### config.mk
export PLATFORM = sky130hd
export DESIGN_NAME = procsc_control_unit
export DESIGN_NICKNAME = d
export VERILOG_FILES = /design/src/rtl/procsc_control_unit.sv
export SDC_FILE = /design/constraint.sdc
export NUM_CORES = 1
export LEC_CHECK = 0
export ABC_AREA = 1
export CELL_PAD_IN_SITES_DETAIL_PLACEMENT = 1
export CELL_PAD_IN_SITES_GLOBAL_PLACEMENT = 1
export CORE_MARGIN = 2
export CORE_UTILIZATION = 30
export DETAILED_ROUTE_END_ITERATION = 7
export HOLD_SLACK_MARGIN = 0.02
export PLACE_DENSITY = 0.83
export SETUP_SLACK_MARGIN = 0.2
export SYNTH_ARGS = -nofsm -noshare
export SYNTH_HDL_FRONTEND = slang
export SYNTH_SLANG_ARGS = --single-unit
### constraint.sdc
create_clock -name clk -period 1.2 [get_ports clk]
set_input_delay 0.36 -clock clk [delete_from_list [all_inputs] [get_ports clk]]
set_output_delay 0.36 -clock clk [all_outputs]
set_load 0.005 [all_outputs]
### src/rtl/procsc_control_unit.sv
// ---------------------------------------------------------------------------
// procsc_control_unit
//
// Fetch/decode/sequence FSM for the single-clock processor. It fetches one
// 16-bit instruction word at a time, keeps the program counter, and drives
// the register file (destination select, load enable, read addresses), the
// write-data source mux and the ALU operation code. The ALU zero flag is
// captured into an internal Z bit that resolves conditional branches.
//
// Instruction word: op[15:12] dst[11:8] srcA[7:4] srcB[3:0] / imm8[7:0]
//
// Build option:
//   PROCSC_ILLEGAL_TRAP_EN - when defined, opcodes B-E set a sticky
//   'illegal' flag and halt with pc still pointing at the faulting word.
//   When undefined, 'illegal' is tied low and B-E execute as NOP.
//
// Every output comes straight from a flop; no input reaches an output
// without passing through a register.
// ---------------------------------------------------------------------------
module procsc_control_unit #(
  parameter int PC_W     = 8,
  parameter int RESET_PC = 0
) (
  input  logic            clk,
  input  logic            rst,
  input  logic            start,
  input  logic [15:0]     instr,
  input  logic            instr_valid,
  input  logic            alu_zero,
  output logic            instr_req,
  output logic [PC_W-1:0] pc,
  output logic [3:0]      select,
  output logic            LE,
  output logic [3:0]      SBA,
  output logic [3:0]      SBB,
  output logic [1:0]      di_sel,
  output logic [7:0]      imm,
  output logic [2:0]      alu_op,
  output logic            busy,
  output logic            halted,
  output logic            illegal
);

  // FSM encoding
  localparam logic [2:0] S_IDLE   = 3'd0;
  localparam logic [2:0] S_FETCH  = 3'd1;
  localparam logic [2:0] S_DECODE = 3'd2;
  localparam logic [2:0] S_EXEC   = 3'd3;
  localparam logic [2:0] S_HALT   = 3'd4;

  // Opcodes
  localparam logic [3:0] OP_NOP  = 4'h0;
  localparam logic [3:0] OP_LDI  = 4'h1;
  localparam logic [3:0] OP_IN   = 4'h2;
  localparam logic [3:0] OP_MOV  = 4'h3;
  localparam logic [3:0] OP_ADD  = 4'h4;
  localparam logic [3:0] OP_SUB  = 4'h5;
  localparam logic [3:0] OP_AND  = 4'h6;
  localparam logic [3:0] OP_OR   = 4'h7;
  localparam logic [3:0] OP_XOR  = 4'h8;
  localparam logic [3:0] OP_JMP  = 4'h9;
  localparam logic [3:0] OP_JZ   = 4'hA;
  localparam logic [3:0] OP_HALT = 4'hF;

  // Write-data source codes
  localparam logic [1:0] DI_ALU = 2'b00;
  localparam logic [1:0] DI_IMM = 2'b01;
  localparam logic [1:0] DI_IN  = 2'b10;

  // ALU operation codes
  localparam logic [2:0] ALU_PASS_A = 3'b000;
  localparam logic [2:0] ALU_ADD    = 3'b001;
  localparam logic [2:0] ALU_SUB    = 3'b010;
  localparam logic [2:0] ALU_AND    = 3'b011;
  localparam logic [2:0] ALU_OR     = 3'b100;
  localparam logic [2:0] ALU_XOR    = 3'b101;

  localparam logic [PC_W-1:0] PC_RST = PC_W'(RESET_PC);

  logic [2:0]  state;
  logic [2:0]  next_state;
  logic [15:0] ir;
  logic        z;
  logic [3:0]  op;
  logic        trap;
  logic        load_ir;
  logic        restart;

  assign op      = ir[15:12];
  assign load_ir = (state == S_FETCH) && instr_valid;
  assign restart = (state == S_HALT) && start;

  // Register-file addressing and the immediate are plain IR fields: they
  // change only when a new word is fetched, so they are stable from DECODE
  // through EXEC and read as zero after reset.
  assign select = ir[11:8];
  assign SBA    = ir[7:4];
  assign SBB    = ir[3:0];
  assign imm    = ir[7:0];

  // Ops that write the register file: LDI, IN, MOV and the ALU group.
  function automatic logic writes_rf(input logic [3:0] o);
    return (o >= OP_LDI) && (o <= OP_XOR);
  endfunction

  // Ops whose result updates the zero flag: the two-operand ALU group only.
  function automatic logic sets_z(input logic [3:0] o);
    return (o >= OP_ADD) && (o <= OP_XOR);
  endfunction

  function automatic logic [1:0] di_sel_of(input logic [3:0] o);
    case (o)
      OP_LDI:  return DI_IMM;
      OP_IN:   return DI_IN;
      default: return DI_ALU;
    endcase
  endfunction

  function automatic logic [2:0] alu_op_of(input logic [3:0] o);
    case (o)
      OP_ADD:  return ALU_ADD;
      OP_SUB:  return ALU_SUB;
      OP_AND:  return ALU_AND;
      OP_OR:   return ALU_OR;
      OP_XOR:  return ALU_XOR;
      default: return ALU_PASS_A;
    endcase
  endfunction

`ifdef PROCSC_ILLEGAL_TRAP_EN
  // Opcodes B-E are unassigned and trap to HALT.
  assign trap = (op >= 4'hB) && (op <= 4'hE);
`else
  // Without the trap, unassigned opcodes fall through as NOP.
  assign trap = 1'b0;
`endif

  // Next-state logic for the sequencer.
  always_comb begin
    // NOTE: default assignment first so every path assigns next_state and
    // no latch is inferred.
    next_state = state;
    case (state)
      S_IDLE:   if (start) next_state = S_FETCH;
      S_FETCH:  if (instr_valid) next_state = S_DECODE;
      S_DECODE: next_state = S_EXEC;
      S_EXEC:   next_state = ((op == OP_HALT) || trap) ? S_HALT : S_FETCH;
      S_HALT:   if (start) next_state = S_FETCH;
      default:  next_state = S_IDLE;
    endcase
  end

  // State register plus the status outputs, registered from next_state so
  // they line up exactly with the state they describe.
  always_ff @(posedge clk or posedge rst) begin
    if (rst) begin
      state     <= S_IDLE;
      instr_req <= 1'b0;
      busy      <= 1'b0;
      halted    <= 1'b0;
    end else begin
      // NOTE: non-blocking assignments for all sequential state so every
      // flop samples values from before the clock edge.
      state     <= next_state;
      instr_req <= (next_state == S_FETCH);
      busy      <= (next_state == S_FETCH) || (next_state == S_DECODE) ||
                   (next_state == S_EXEC);
      halted    <= (next_state == S_HALT);
    end
  end

  // Instruction register and its pre-decoded datapath controls, captured
  // when a valid word arrives in FETCH.
  always_ff @(posedge clk or posedge rst) begin
    if (rst) begin
      ir     <= 16'h0000;
      di_sel <= DI_ALU;
      alu_op <= ALU_PASS_A;
    end else if (load_ir) begin
      ir     <= instr;
      di_sel <= di_sel_of(instr[15:12]);
      alu_op <= alu_op_of(instr[15:12]);
    end
  end

  // Register-file load enable: a single pulse covering the EXEC cycle of a
  // writing instruction. The async reset drops a pending pulse at once, so
  // a reset during EXEC never produces a write.
  always_ff @(posedge clk or posedge rst) begin
    if (rst) begin
      LE <= 1'b0;
    end else begin
      LE <= (state == S_DECODE) && writes_rf(op);
    end
  end

  // Program counter: sequential advance, jumps, and reload on restart.
  always_ff @(posedge clk or posedge rst) begin
    if (rst) begin
      pc <= PC_RST;
    end else if (restart) begin
      pc <= PC_RST;
    end else if (state == S_EXEC) begin
      if ((op == OP_JMP) || ((op == OP_JZ) && z)) begin
        pc <= PC_W'(ir[7:0]);
      end else if (!trap) begin
        pc <= pc + PC_W'(1);
      end
    end
  end

  // Zero flag: updated by the ALU group at the end of EXEC, cleared on
  // restart so a fresh program never inherits a stale branch condition.
  always_ff @(posedge clk or posedge rst) begin
    if (rst) begin
      z <= 1'b0;
    end else if (restart) begin
      z <= 1'b0;
    end else if ((state == S_EXEC) && sets_z(op)) begin
      z <= alu_zero;
    end
  end

`ifdef PROCSC_ILLEGAL_TRAP_EN
  // Sticky illegal-opcode flag, cleared only by reset or a restart.
  always_ff @(posedge clk or posedge rst) begin
    if (rst) begin
      illegal <= 1'b0;
    end else if (restart) begin
      illegal <= 1'b0;
    end else if ((state == S_EXEC) && trap) begin
      illegal <= 1'b1;
    end
  end
`else
  assign illegal = 1'b0;
`endif

endmodule

==> summary.md <==
• DIE AREA: 7270 µm²
• Congestion Overflow GR: 0
• kind of capture point of the worst setup path: output pin
• layout cell share with drive strength beyond 1: 51.4%
• XOR/XNOR Fraction of Synth Area: 0.442%
• most instantiated cells after synthesis: 92 x sky130_fd_sc_hd__nand2_1, 37 x sky130_fd_sc_hd__dfrtp_1, 26 x sky130_fd_sc_hd__inv_1
• Synth Area in Simple Gates: 31.3%
• leakage power: 1.68 nW
• number of top-level pins: 59
• final antenna diode count: 0
• fin crit share: 108%
• Crit Path Max Fanout: 2
• final cell count without fillers: 441
• area growth from synthesis to layout: 64.8%
• required time worst endpoint: 0.84 ns
• maximum buffer depth of the clock tree: 2
• largest net degree at the start of global routing: 38
• Post-Syn Instances: 259
• count of routing violations after the opening detailed-route iteration: 58
• final net count: 385
• Crit Path Class: register to output pin
• aggregate global-route resource usage: 18.4%
• Yosys top cell by area: sky130_fd_sc_hd__dfrtp_1
• Critical Path Start Type: register
• cell depth of the worst flop-to-flop path: 7
• Hold Slack: 0.451 ns
• DRT Pass-1 Iters: 5
• Total Power: 8.41 mW
• Post-route DRC: 0
• TritonCTS clock tree: yes
• vias per cell: 4.73
• antenna violations before repair: 0
• overall die height: 85.3 µm
• first-pass GRT wire length: 10300 µm
• HPWL after detailed placement: 4000 µm
• async set or reset register ratio after synthesis: 100%
• via total after detailed routing: 2087
• fin crit period: 1.30 ns
• post-synthesis compound-gate area fraction: 5.81%
• routed wirelength normalized by instance count: 15.6 µm
• share of cell area taken by muxes after synthesis: 0%
• number of buffers added by the clock tree synthesis step: 5
• later-pin clock latency in the skew report: 0.30 ns
• Setup TNS: -1.88 ns
• violated checks: setup timing
• final core utilization: 51.1%
• Primary FF master, synth: sky130_fd_sc_hd__dfrtp_1
• clock tree root driver cell: sky130_fd_sc_hd__clkbuf_8
• placed cell area: 2740 µm²
• post-synth design cell area: 1980 µm²
• run status: complete, but fails checks
• unrepaired setup endpoints after global routing: true
• worst clock skew: 0.00494 ns
• Worst Slack Setup Final: -0.0972 ns
• top achievable clock speed: 771 MHz
• max-cap check violation count: 0
• Post-Layout Inst Area: 3270 µm²
• port bufs: 57
• maximum level of the CTS H-tree: 2
• Max rail drop VDD: 1080 µV
• final setup violating endpoints: 34
• Starting Density: 31.0%
• most common cell in the synthesized netlist: sky130_fd_sc_hd__nand2_1
• synth top area cells: sky130_fd_sc_hd__dfrtp_1 47%, sky130_fd_sc_hd__nand2_1 17%, sky130_fd_sc_hd__buf_4 8.7%
• portion of synthesized cell area occupied by the leading cell type: 46.7%
• Post-Place Cells: 397
• # rows: 29
• post-synthesis sequential element count: 37
• ratio of total power to cell area: 2580 nW/µm²
• EDFF count, synth: 0
• die outline width: 85.3 µm
• clock tree sinks: 37
• Synth Area in Adders: 0.631%
• routability congestion estimate from global placement: 0.780
• number of warnings issued by yosys: 0
• DRT Wirelength: 6900 µm
• Avg Inst Size Synth: 7.65 µm²
• register area share after synthesis: 46.7%
• worst endpoint data arrival time: 0.94 ns
• Slew Viols, Final: 0
• largest family of logic cells by synthesized area: simple AND/OR/NAND/NOR gates
• Core ar.: 6390 µm²
• synthesized netlist net count: 281
• number of global-route vias before repair: 2121
• Synth cell types: 23
• clock edge transition at the registers on the reported setup and hold paths: 0.08 ns
• hold violation count in the final report: 0
• Antenna Violating Nets Remaining: 0
• Post-Place Worst Slack: -0.330 ns
• kind of path behind the tightest hold check: primary input to async pin
==> final timing paths <==
check | slack, ns | to | start
setup / recovery | -0.1 | SBB[1] | ir[1]
hold / removal | 0.45 | ir[7] | rst
setup reg to reg | -0.08 | alu_op[1] | state[1]
hold reg to reg | 0.54 | z | z
max in group asynchronous | 0.54 | state[1] | rst
min in group clk | 0.54 | z | z
==> flip-flops by register name, indices dropped and copies added (netlist names) <==
register   count
LE             1
ir            16
busy           1
alu_op         3
pc             8
instr_req      1
state          3
di_sel         2
z              1
halted         1
==> layout make-up <==
cell class / count / area, µm²
Timing Repair inverter: 1 / 11.3
Inverter: 28 / 121
Timing Repair Buffer: 119 / 947
Fill cell: 776 / 3120
Clock buffer: 5 / 68.8
Multi-Input combinational cell: 171 / 1030
Clock inverter: 3 / 65.1
Tap cell: 77 / 96.3
Sequential cell: 37 / 930
==> metal layers <==
layer	track usage, %	part of all wire, %	vias up
li1	-	-	997
met1	20.4	38	1007
met2	33.9	54	62
met3	5.35	5.0	21
met4	5.05	2.9	0
met5	0	0	-
==> power breakdown <==
part           leakage, nW  switching [mW]  internal, mW
Clock               0.0681           0.503         0.826
Sequential           0.465           0.408          1.79
Combinational         1.15            2.50          2.39
Total                 1.68            3.41          5.00
==> kinds of logic after synthesis <==
kind of cell	count (synthesis)
AOI/OAI and AO/OA	23
xor gates and xnor gates	1
adders and majority gates	1
buffers and inverters	53
DFF	37
other	1
and+or+nand+nor	143
==> repair_timing <==
item	CTS	global route
gates resized for setup	213	38
cloned	3	1
endpoints found under the setup margin	74	74
pin swaps	15	17
hold buffers	0	0
buffers inserted	16	16
==> cells in the final DEF, fill, tap and decap left out, types with 2 or more instances in the layout <==
cell type / netlist / routed
sky130_fd_sc_hd__nor2_1: 16 / 7
sky130_fd_sc_hd__buf_6: 1 / 16
sky130_fd_sc_hd__inv_4: 1 / 2
sky130_fd_sc_hd__inv_1: 26 / 20
sky130_fd_sc_hd__buf_4: 23 / 49
sky130_fd_sc_hd__o21ai_1: 2 / 10
sky130_fd_sc_hd__o21ai_2: 0 / 6
sky130_fd_sc_hd__buf_12: 0 / 2
sky130_fd_sc_hd__nand3_1: 25 / 12
sky130_fd_sc_hd__dfrtp_2: 0 / 3
sky130_fd_sc_hd__nor2_2: 1 / 8
sky130_fd_sc_hd__nand2_1: 92 / 62
sky130_fd_sc_hd__dfrtp_1: 37 / 34
sky130_fd_sc_hd__nor2_4: 2 / 6
sky130_fd_sc_hd__bufinv_16: 0 / 2
sky130_fd_sc_hd__nand4_1: 2 / 2
sky130_fd_sc_hd__clkbuf_8: 0 / 5
sky130_fd_sc_hd__inv_8: 0 / 2
sky130_fd_sc_hd__clkdlybuf4s50_1: 0 / 19
sky130_fd_sc_hd__buf_2: 1 / 32
sky130_fd_sc_hd__o21ai_0: 19 / 5
sky130_fd_sc_hd__inv_2: 1 / 4
sky130_fd_sc_hd__nand2_4: 0 / 5
sky130_fd_sc_hd__nand3_2: 0 / 12
sky130_fd_sc_hd__nand2_2: 2 / 27
==> critical path, cell delays in order (launching register included) <==
cell and delay, ns:
sky130_fd_sc_hd__dfrtp_1 0.41, sky130_fd_sc_hd__buf_6 0.13, sky130_fd_sc_hd__buf_6 0.10
Note: power is estimated with default switching activity, not from simulation.
